==> src/rtl/ps2_line_writer.sv <==
// PS/2 keyboard to 16x128-bit text-line RAM writer: decodes set-2 make codes and commits 16-char lines.
// Optional PARITY_CHECK_EN: frames additionally require odd parity over data+parity bits.
module ps2_line_writer #(
  parameter int unsigned FILTER_LEN  = 8,
  parameter int unsigned TIMEOUT_CYC = 50000
) (
  input  logic         clk,
  input  logic         reset,
  input  logic         ps2c,
  input  logic         ps2d,
  output logic         we,
  output logic [3:0]   addr_in,
  output logic [127:0] din,
  output logic [3:0]   col,
  output logic         rx_err
);

  localparam int unsigned FW = $clog2(FILTER_LEN + 1);
  localparam int unsigned TW = $clog2(TIMEOUT_CYC + 1);
  localparam logic [127:0] BLANK = {16{8'h20}};

  typedef enum logic [1:0] {F_IDLE, F_SHIFT, F_CHECK} fstate_t;
  typedef enum logic [1:0] {L_EDIT, L_WRITE, L_CLEAR} lstate_t;

  logic [1:0]    c_sync, d_sync;
  logic          c_filt, tick;
  logic [FW-1:0] f_cnt;

  fstate_t       fstate;
  logic [3:0]    bit_cnt;
  logic [9:0]    sr;
  logic [TW-1:0] t_cnt;
  logic [7:0]    code;
  logic          code_rdy;
  logic          frame_ok;

  lstate_t       lstate;
  logic          brk, ext;
  logic          pend_v;
  logic [7:0]    pend_code;
  logic          cur_v;
  logic [7:0]    cur_code;
  logic [8:0]    key;

  // Set-2 make code to ASCII; bit 8 flags a printable key.
  function automatic logic [8:0] to_ascii(input logic [7:0] c);
    case (c)
      8'h1C: return 9'h141; 8'h32: return 9'h142; 8'h21: return 9'h143; 8'h23: return 9'h144;
      8'h24: return 9'h145; 8'h2B: return 9'h146; 8'h34: return 9'h147; 8'h33: return 9'h148;
      8'h43: return 9'h149; 8'h3B: return 9'h14A; 8'h42: return 9'h14B; 8'h4B: return 9'h14C;
      8'h3A: return 9'h14D; 8'h31: return 9'h14E; 8'h44: return 9'h14F; 8'h4D: return 9'h150;
      8'h15: return 9'h151; 8'h2D: return 9'h152; 8'h1B: return 9'h153; 8'h2C: return 9'h154;
      8'h3C: return 9'h155; 8'h2A: return 9'h156; 8'h1D: return 9'h157; 8'h22: return 9'h158;
      8'h35: return 9'h159; 8'h1A: return 9'h15A;
      8'h45: return 9'h130; 8'h16: return 9'h131; 8'h1E: return 9'h132; 8'h26: return 9'h133;
      8'h25: return 9'h134; 8'h2E: return 9'h135; 8'h36: return 9'h136; 8'h3D: return 9'h137;
      8'h3E: return 9'h138; 8'h46: return 9'h139;
      8'h29: return 9'h120;
      default: return 9'h000;
    endcase
  endfunction

  // Column k lives at bits [127-8k -: 8].
  function automatic logic [127:0] set_char(input logic [127:0] line, input logic [3:0] k,
                                            input logic [7:0] ch);
    logic [127:0] r;
    r = line;
    for (int i = 0; i < 16; i++)
      if (k == 4'(i)) r[127-8*i -: 8] = ch;
    return r;
  endfunction

  always_ff @(posedge clk or posedge reset) begin
    if (reset) begin
      c_sync <= 2'b11;
      d_sync <= 2'b11;
    end else begin
      c_sync <= {c_sync[0], ps2c};
      d_sync <= {d_sync[0], ps2d};
    end
  end

  // Level changes only after FILTER_LEN consecutive samples disagree with it; falling edge -> tick.
  always_ff @(posedge clk or posedge reset) begin
    if (reset) begin
      c_filt <= 1'b1;
      f_cnt  <= '0;
      tick   <= 1'b0;
    end else begin
      tick <= 1'b0;
      if (c_sync[1] == c_filt) begin
        f_cnt <= '0;
      end else if (f_cnt == FW'(FILTER_LEN - 1)) begin
        c_filt <= c_sync[1];
        f_cnt  <= '0;
        tick   <= c_filt;
      end else begin
        f_cnt <= f_cnt + FW'(1);
      end
    end
  end

`ifdef PARITY_CHECK_EN
  assign frame_ok = sr[9] & (^sr[8:0]);
`else
  assign frame_ok = sr[9];
`endif

  // Frame receiver: start bit, 8 data LSB first, parity, stop.
  always_ff @(posedge clk or posedge reset) begin
    if (reset) begin
      fstate   <= F_IDLE;
      bit_cnt  <= '0;
      sr       <= '0;
      t_cnt    <= '0;
      code     <= '0;
      code_rdy <= 1'b0;
      rx_err   <= 1'b0;
    end else begin
      code_rdy <= 1'b0;
      rx_err   <= 1'b0;
      case (fstate)
        F_IDLE: begin
          t_cnt <= '0;
          if (tick && !d_sync[1]) begin
            fstate  <= F_SHIFT;
            bit_cnt <= '0;
          end
        end
        F_SHIFT: begin
          if (tick) begin
            sr    <= {d_sync[1], sr[9:1]};
            t_cnt <= '0;
            if (bit_cnt == 4'd9) fstate <= F_CHECK;
            else                 bit_cnt <= bit_cnt + 4'd1;
          end else if (t_cnt == TW'(TIMEOUT_CYC - 1)) begin
            fstate <= F_IDLE;
            rx_err <= 1'b1;
          end else begin
            t_cnt <= t_cnt + TW'(1);
          end
        end
        F_CHECK: begin
          if (frame_ok) begin
            code     <= sr[7:0];
            code_rdy <= 1'b1;
          end else begin
            rx_err <= 1'b1;
          end
          fstate <= F_IDLE;
        end
        default: fstate <= F_IDLE;
      endcase
    end
  end

  assign cur_v    = pend_v | code_rdy;
  assign cur_code = pend_v ? pend_code : code;
  assign key      = to_ascii(cur_code);

  // Line editor and commit sequencer; codes arriving mid-commit wait in the pending slot.
  always_ff @(posedge clk or posedge reset) begin
    if (reset) begin
      lstate    <= L_EDIT;
      brk       <= 1'b0;
      ext       <= 1'b0;
      pend_v    <= 1'b0;
      pend_code <= '0;
      we        <= 1'b0;
      din       <= BLANK;
      col       <= '0;
      addr_in   <= '0;
    end else begin
      we <= 1'b0;
      case (lstate)
        L_EDIT: begin
          if (pend_v) begin
            pend_v <= code_rdy;
            if (code_rdy) pend_code <= code;
          end
          if (cur_v) begin
            if (brk) begin
              brk <= 1'b0;
            end else if (ext) begin
              ext <= 1'b0;
            end else if (cur_code == 8'hF0) begin
              brk <= 1'b1;
            end else if (cur_code == 8'hE0) begin
              ext <= 1'b1;
            end else if (cur_code == 8'h66) begin
              if (col != 4'd0) begin
                col <= col - 4'd1;
                din <= set_char(din, col - 4'd1, 8'h20);
              end
            end else if (cur_code == 8'h5A) begin
              lstate <= L_WRITE;
              we     <= 1'b1;
            end else if (key[8]) begin
              din <= set_char(din, col, key[7:0]);
              if (col == 4'd15) begin
                lstate <= L_WRITE;
                we     <= 1'b1;
              end else begin
                col <= col + 4'd1;
              end
            end
          end
        end
        L_WRITE: begin
          if (code_rdy) begin
            pend_v    <= 1'b1;
            pend_code <= code;
          end
          lstate <= L_CLEAR;
        end
        L_CLEAR: begin
          if (code_rdy) begin
            pend_v    <= 1'b1;
            pend_code <= code;
          end
          din     <= BLANK;
          col     <= '0;
          addr_in <= addr_in + 4'd1;
          lstate  <= L_EDIT;
        end
        default: lstate <= L_EDIT;
      endcase
    end
  end

endmodule

==> config.mk <==
export PLATFORM = sky130hd
export DESIGN_NAME = ps2_line_writer
export DESIGN_NICKNAME = d
export VERILOG_FILES = /design/src/rtl/ps2_line_writer.sv
export SDC_FILE = /design/constraint.sdc
export NUM_CORES = 1
export LEC_CHECK = 0
export ABC_CLOCK_PERIOD_IN_PS = 17800
export CORE_AREA = 3 3 170 172
export DETAILED_ROUTE_END_ITERATION = 8
export DIE_AREA = 0 0 173 175
export PLACE_DENSITY = 0.58
export SLEW_MARGIN = 20
export SYNTH_ARGS = -nofsm -noshare
export SYNTH_HDL_FRONTEND = slang
export SYNTH_SLANG_ARGS = --single-unit
==> constraint.sdc <==
create_clock -name clk -period 17.8 [get_ports clk]
set_input_delay 3.56 -clock clk [delete_from_list [all_inputs] [get_ports clk]]
set_output_delay 3.56 -clock clk [all_outputs]
set_load 0.1 [all_outputs]
After elaboration in Yosys (flattened, before gate mapping) --
Memories as Yosys holds them, arrays and structs flattened. Index checks and enable logic that the tools add are counted.
Storage, ports and cells: register bits 202, memory bits (read-only) 1024, memories kept 1, logic and storage cells 288
Cells by class: eq/ne operators 94, mux-type cells 109, reductions and logical operators 39, bitwise operators 3, add/subtract/negate cells 6
Memory list:
- (no name shown) | words 128, bits a word 8, read ports 1, clocked after Yosys merged registers in 0, wr ports 0, RTL line 47 | case (c)
Operators by type and width (number):
- two-way mux 128 bit | 9
- two-way mux 8 bit | 35
- case mux 128 bit (2 select lines) | 1
- AND reduction 11 bit | 16
- != test 3 bit, second input constant | 41
- equality test 4 bit, second input constant | 17
- two-way mux 4 bit | 15
- equality test 4 x 3 -> 1 bit, second input constant | 9
- two-way mux 16 bit | 2
- case mux 16 bit (2 select lines) | 1
- two-way mux 2 bit | 13
- two-way mux 1 bit | 25
- != test 2 bit, second input constant | 10
- adder 16 x 1 -> 16 bit, second input constant | 1
- adder 4 x 1 -> 4 bit, second input constant | 4
- equality test 16 bit, second input constant | 1
- equality test 4 x 2 -> 1 bit, second input constant | 4
- equality test 8 x 7 -> 1 bit, second input constant | 2
- equality test 8 bit, second input constant | 2
- case mux 4 bit (2 select lines) | 2
- case mux 8 bit (2 select lines) | 1
- AND reduction 2 bit | 7
- AND reduction 10 bit | 1
- two-way mux 9 bit | 1
- 20 further kinds | 31

Longest topological paths before layout --
Gate-level depths: netlist (run 1). An unclocked memory read counts as a cell.
depth after elaboration 13, depth in mapped cells 15, gate-level depth less buffers 10

Worst setup path after synthesis (run 1) --
Ideal clock, no wire load.
path kind register to output, start register col[0], end output col[0], cell stages (with the launch flop) 1, path buffers 0, required time 14240 ps, slack 13276 ps, data arrival time 964 ps, cells stage by stage dfrtp_1
RTL lines:
- start: declaration | RTL line 14 | output logic [3:0] col,
- start signal: assignment | RTL line 192 | col <= col - 4'd1;
- start signal: assignment | RTL line 204 | col <= col + 4'd1;
No word-level cell between the ends.

Worst setup path after layout (run 1) --
start register col[2], end output col[2]
No word-level cell between the ends.

==> impl_results.md, run 1 <==
- Setup Buffers After CTS: 0
- Detail Placement HPWL: between 15 and 20 mm
- Cell depth of the worst setup path: 1
- Peak Freq: 0.167 GHz
- Pin count of the biggest net entering global routing: 109
- Fill cells: roughly 2700
- Critical-path maximum fanout: 22
- Arr. time, crit path: 2440 ps
- Via density: about 5.2
- Max clock buf depth: 2
- Layout overhead on the synthesized area: 22.6%
- Layout cells sized above 1: between 20% and 30%
- Core area: about 0.028 sq mm
- Routed WL: 23.9 mm
- Ant diodes: 0
- CTS Root Cell: clkbuf_16
- Resized cells post-CTS: 0
- Synthesized area: 0.00954 sq mm
- Die extent in y: 175 microns
- Worst path buffer plus inverter count: 1
- Crit path kind: reg2out
- First-pass GRT wire length: 38.4 mm
- Delay-heaviest family, CP: buffers and inverters
- Starting Density: 34.5%
- Antenna viol nets, final: 0
- Layout Nets: 981
- Worst slack at placement: approximately 12000 ps
- Avg Cell Area, Syn: 11.2 sq um
- Worst-margin pin slew: 1030 ps
- CP max-delay cell: clkdlybuf4s50_1
- Synth Flop Type: dfrtp_1
- CP peak stage delay: 1260 ps
- Seq. cell area: 0.00468 sq mm
- Total grt overflow: 0
- Total CTS buffers: 17
- Max Cap Viol: 0
- 1st-pass router iterations: 5
- Number of synthesized flops with an enable pin: 0
- Critical path launch point type: register
- Finished Layout Cells: 1346
- Register area share after synthesis: 49.0%
- Vias post-DR: 6976
- Wire length per cell: 17.7 microns
- Leakage power: 0.00510 uW
- Post-synthesis cell count: roughly 850
- Setup ws final: 11800 ps
- Clock-pin slew on the worst setup and hold paths: 70 ps
- #FFs+latches synth: 186
- # rows: 61
- Die ar.: 0.0303 sq mm
- # setup viols final: 0
- Status: complete, no violations
- Clk_lat worst skew: 430 ps
- Worst vdd ir: 0.0426 mV
- R2R depth: 10
- TritonCTS clock tree: done
- Crit-path cells: clkdlybuf4s50_1
- RSZ-0062 raised after global routing: no
- Synth warn: 0
- Worst relative slew slack: 31.0%
- Final period utilization: 33.7%
- Critical Path RT: 14240 ps
- Vias in the first global route: 6819
- CP Capture Type: primary output
- Hold_ws: 359 ps
- Final TNS setup: 0 ps
- Placed cell count: 1314
- Multi-input logic area: 0.00454 sq mm
- Final Max Slew Viols: 0
- Initial antenna violation count: 0
- I/O pin count: about 140
- Hold Path Depth: 0
- # clock sinks: 186
- Tmin final: approximately 6000 ps
- # DRC: 0
- Reg2Reg Setup Slack: 13010 ps
- Gr usage total: 15.7%
- Die width: 173 microns
- Skew final: 15.6 ps
- CTS H-tree lvls: 4
- Synth cell types: ~70
- Asr flop ratio synth: 100%
- Placer's final routability congestion estimate: 0.878
- Final hold violations: 0
- Pwr dens: 76.0 mW/mm^2
- Min-delay worst type: reg2reg
- PortBufs: 125
- 1st-iter DRT viols: slightly below 600
- Post-CTS Hold Fix Bufs: 0
==> per-layer routing <==
metal	GRT usage, %	vias to the layer above	routed length (microns)	share of wire [%]
met5	0	-	0	0
met4	4.19	0	293	1.2
met3	3.06	26	1240	5.2
met2	24.5	207	11100	47
met1	22.5	3475	11200	47
li1	-	3268	-	-
==> flip-flops by register name, indices dropped and copies added (netlist names), 4 cells and up <==
signal     cells
addr_in        4
f_cnt          4
din          112
col            4
sr            10
pend_code      8
bit_cnt        4
t_cnt         16
code           8
==> per-stage QoR <==
step | total power (uW) | utilization [%] | cell area (sq um)
CTS | 902 | 42.3 | 11700
global route | 926 | 42.3 | 11700
detailed placement | 508 | 40.1 | 11100
finish | 889 | 42.3 | 11700
global placement | 507 | 40.1 | 11100
floorplan | 499 | - | 9600
==> cells in the final DEF, fill, tap and decap left out, drive strengths merged, types with 5 or more instances in the layout <==
master and n:
a211oi 10, a21o 5, a21oi 32, a221oi 6
a31oi 14, and2 7, and3 9, buf 9
clkbuf 18, clkdlybuf4s50 125, clkinv 5, conb 16
dfrtp 165, dfstp 21, ha 22, inv 26
mux2 142, mux2i 8, nand2 45, nand2b 14
nand3 25, nand3b 5, nand4 13, nor2 57
nor2b 8, nor3 20, o211ai 5, o21ai 37
o31ai 7, or3 6, xnor2 13, xor2 11
==> area by class of cell <==
cell class	instances	share of cell area [%]
clock buffer	18	3.67
clock inverter	14	1.50
inverter	21	0.716
multi-input combinational	595	38.8
sequential	186	40.0
tap	378	4.04
timing repair buffer	134	11.3
==> final timing paths <==
kind                                start   endpoint
worst min register to register  c_sync[0]  c_sync[1]
worst max-delay path               col[2]     col[2]
worst min-delay path            c_sync[0]  c_sync[1]
worst max register to register     pend_v    din[58]
max in group asynchronous           reset   din[120]
min in group asynchronous           reset   din[110]
==> where the power goes <==
| group | internal, uW | switching, uW | total, uW |
|---|---|---|---|
| registers | 431 | 5.88 | 437 |
| logic | 13.9 | 47.0 | 60.9 |
| clock network | 203 | 188 | 391 |
==> cell usage after synthesis, types with 5 or more instances <==
library cell | number | area [sq um]
nand2_1 | 45 | 169
buf_4 | 17 | 128
and2_1 | 7 | 43.8
and3_1 | 9 | 56.3
nand4_1 | 13 | 81.3
dfstp_2 | 21 | 552
a221oi_1 | 5 | 43.8
o31ai_1 | 6 | 45.0
o21ai_0 | 31 | 155
xor2_1 | 11 | 96.3
nor3_1 | 20 | 100
a211oi_1 | 10 | 75.1
nand2b_1 | 14 | 87.6
buf_2 | 8 | 40.0
mux2i_1 | 6 | 60.1
o21ai_2 | 6 | 52.6
nor2_1 | 57 | 214
nand3b_1 | 5 | 37.5
or3_1 | 6 | 37.5
nor2b_1 | 8 | 50.1
ha_1 | 22 | 275
clkbuf_1 | 32 | 120
a21oi_1 | 29 | 145
inv_1 | 21 | 78.8
xnor2_1 | 13 | 114
o211ai_1 | 5 | 37.5
nand3_1 | 25 | 125
dfrtp_1 | 165 | 4130
mux2_2 | 138 | 1550
a31oi_1 | 10 | 62.6
a21o_1 | 5 | 37.5
==> cell families (layout without fill, tap and decap cells) <==
family | after synthesis | in the layout | share of synthesized area, %
AO/OA/AOI/OAI | 154 | 154 | 11.8
XOR/XNOR | 24 | 24 | 2.20
adder cells (fa/ha/maj) | 22 | 22 | 2.88
buffers and inverters | 83 | 187 | 4.12
flip-flops | 186 | 186 | 49.0
multiplexers | 150 | 150 | 17.8
other | 1 | 16 | 0.0393
AND/OR/NAND/NOR | 229 | 229 | 12.2
Note: power is estimated with default switching activity, not from simulation.
==> run 2: changes to the inputs <==
- ABC_CLOCK_PERIOD_IN_PS: 17800 -> 5070
- PLACE_DENSITY: 0.58 -> 0.6
- clock period: 17.8 -> 5.07 ns (I/O delays scaled with it)
==> run 2 against run 1 <==
Effect of this change: register-to-register slack got worse by 12000 ps; critical path depth rose by 7; clock skew fell by 3.3 ps; flip-flop and latch count did not move; worst hold slack barely moved; largest power group unchanged.
==> impl_results.md, run 2 (synthesis results as in run 1) <==
- Status: complete, no violations (unchanged)
- Reg power frac: 49.2% (about the same)
- Core area: 0.0276 sq mm (unchanged)
- Die extent in y: 175 microns (unchanged)
- Critical-path maximum fanout: 40 (was 22)
- Hold Path Depth: 0 (unchanged)
- Net Sw Power: 875 uW (was 241 uW)
- Critical Path RT: 5390 ps (was 14240 ps)
- Crit path kind: reg2reg (was reg2out)
- Arr. time, crit path: 4670 ps (was 2440 ps)
- Met3 Usage GRT: 3.04% (was 3.06%)
- Worst hold path endpoint: c_sync[1] (unchanged)
- Met1 usage: 22.5% (about the same)
- TritonCTS clock tree: done (unchanged)
- PortBufs: 125 (unchanged)
- Pin count of the biggest net entering global routing: 115 (was 109)
- Die width: 173 microns (unchanged)
- # clock sinks: 186 (unchanged)
- Grt peak-use layer: met2 (unchanged)
- Post-CTS Hold Fix Bufs: 0 (unchanged)
- Routed WL: 23.8 mm (was 23.9 mm)
- Starting Density: 34.5% (unchanged)
- Min-delay worst type: reg2reg (unchanged)
- # rows: 61 (unchanged)
- Clock network power share: 43.8% (was 44.0%)
- Wire length per cell: 17.6 microns (was 17.7 microns)
- R2r endpoint: din[106] (was din[58])
- Critical path launch point type: register (unchanged)
- Ant diodes: 0 (unchanged)
- R2R Path Start: pend_v (unchanged)
- Total grt overflow: 0 (unchanged)
- Clk_lat worst skew: 430 ps (about the same)
- Vias post-DR: 6996 (was 6976)
- Detail Placement HPWL: 16.7 mm (about the same)
- First-pass GRT wire length: 38.9 mm (was 38.4 mm)
- Reg2Reg Setup Slack: 720 ps (was 13010 ps)
- Final hold violations: 0 (unchanged)
- Vias in the first global route: 6854 (was 6819)
- RSZ-0062 raised after global routing: no (unchanged)
- Layout overhead on the synthesized area: 23.0% (was 22.6%)
- Layout cells sized above 1: 23.9% (was 23.3%)
- Seq. cell area: 0.00468 sq mm (unchanged)
- Total CTS buffers: 17 (unchanged)
- CTS H-tree lvls: 4 (unchanged)
- Commonest non-fill, non-tap cell in the layout: dfrtp_1 (unchanged)
- I/O pin count: 142 (unchanged)
- Clock-pin slew on the worst setup and hold paths: 80 ps (was 70 ps)
- 1st-iter DRT viols: 526 (was 597)
- Commonest cells after routing, fill and taps aside: dfrtp_1, mux2_2, clkdlybuf4s50_1 (unchanged)
- Initial antenna violation count: 0 (unchanged)
- Multi-input logic area: 0.00454 sq mm (about the same)
- Final period utilization: 85.8%
- Met2 Resource Use GR: 24.6% (was 24.5%)
- Gr usage total: 15.8% (was 15.7%)
- Final Max Slew Viols: 0 (unchanged)
- # setup viols final: 0 (unchanged)
- Via density: 5.18 (about the same)
- Placer's final routability congestion estimate: 0.909 (was 0.878)
- Final TNS setup: 0 ps (unchanged)
- Peak Freq: about 0.23 GHz
- Leakage power: 0.00513 uW (was 0.00510 uW)
- CTS Root Cell: clkbuf_16 (unchanged)
- Tmin final: roughly 4300 ps
- # DRC: 0 (unchanged)
- Antenna viol nets, final: 0 (unchanged)
- Die ar.: 0.0303 sq mm (unchanged)
- Crit-path cells: buf_4 -> mux2i_4 -> inv_1 -> nand3_1 -> or3_1 -> a31oi_4 -> o22ai_1 -> mux2_2 (was clkdlybuf4s50_1)
- Max Cap Viol: 0 (unchanged)
- Resized cells post-CTS: 0 (unchanged)
- Worst relative slew slack: 29.6% (was 31.0%)
- Gate power share: 6.9% (about the same)
- Int Power: 2240 uW (was 648 uW)
- Max FFs per register: 112 (unchanged)
- Largest regs: din (112), t_cnt (16), sr (10) (unchanged)
- Largest Register: din (unchanged)
- Worst-margin pin slew: 1050 ps (was 1030 ps)
- CP max-delay cell: o22ai_1 (was clkdlybuf4s50_1)
- Setup Buffers After CTS: 0 (unchanged)
- CP peak stage delay: 640 ps (was 1260 ps)
- Hold_ws: 358 ps (was 359 ps)
- Skew final: 12.3 ps (was 15.6 ps)
- 1st-pass router iterations: 5 (unchanged)
- Max clock buf depth: 2 (unchanged)
- Layout Nets: 985 (was 981)
- CP Capture Type: register (was primary output)
- Worst vdd ir: 0.230 mV (was 0.0426 mV)
- Sw frac: 28.1% (was 27.1%)
- Min-delay src: c_sync[0] (unchanged)
- Pwr dens: 266 mW/mm^2 (was 76.0 mW/mm^2)
- Fill cells: 2658 (was 2696)
- R2R depth: 8 (was 10)
## run 2: cell type report
class / instances / area share [%]
Clock buffer: 17 / 3.62
Clock inverter: 15 / 1.58
Inverter: 21 / 0.703
Multi-Input combinational cell: 595 / 38.6
Sequential cell: 186 / 39.9
Tap cell: 378 / 4.03
Timing Repair Buffer: 138 / 11.6
## run 2: worst max-delay path by stage
| stage | endpoint | cells past startpoint | slack (ps) | start |
|---|---|---|---|---|
| final | din[106] | 8 | 720 | pend_v |
| after detailed placement | din[106] | 8 | 810 | pend_v |
| after floorplan | din[56] | 12 | 1070 | pend_v |
| after CTS | din[106] | 8 | 800 | pend_v |
| after global placement | din[104] | 8 | 880 | pend_v |
| after global routing | din[106] | 8 | 350 | pend_v |
## run 2: critical path: cells and delay by family, from the launching register on
family                 cells  cell delay, ps
muxes                      2             990
AOI/OAI and AO/OA          2             980
and+or+nand+nor            2             830
DFF                        1             620
buffers and inverters      2             800
## run 2: metrics by stage
stage               cells  power, uW  worst slack [ps]  utilization, %  instance area [sq um]
floorplan             864       1750              1070               -                   9600
global placement     1318       1780               875            40.3                  11100
detailed placement   1318       1780               814            40.3                  11100
CTS                  1350       3160               805            42.5                  11700
global route         1350       3260               347            42.5                  11700
finish               1350       3120               721            42.5                  11700
## run 2: metal layers
layer	vias to the layer above	share of wire (%)	wire (microns)
li1	3265	-	-
met1	3496	47	11100
met2	209	47	11100
met3	26	5.4	1280
met4	0	1.4	340
met5	-	0	0
## run 2: power groups by stage
stage                     registers [uW]  clock network (uW)  logic, uW
after global routing                1540                1470        250
after detailed placement            1560                   0        219
final                               1540                1370        217
after CTS                           1540                1410        221
after global placement              1560                   0        219
after floorplan                     1560                   0        192
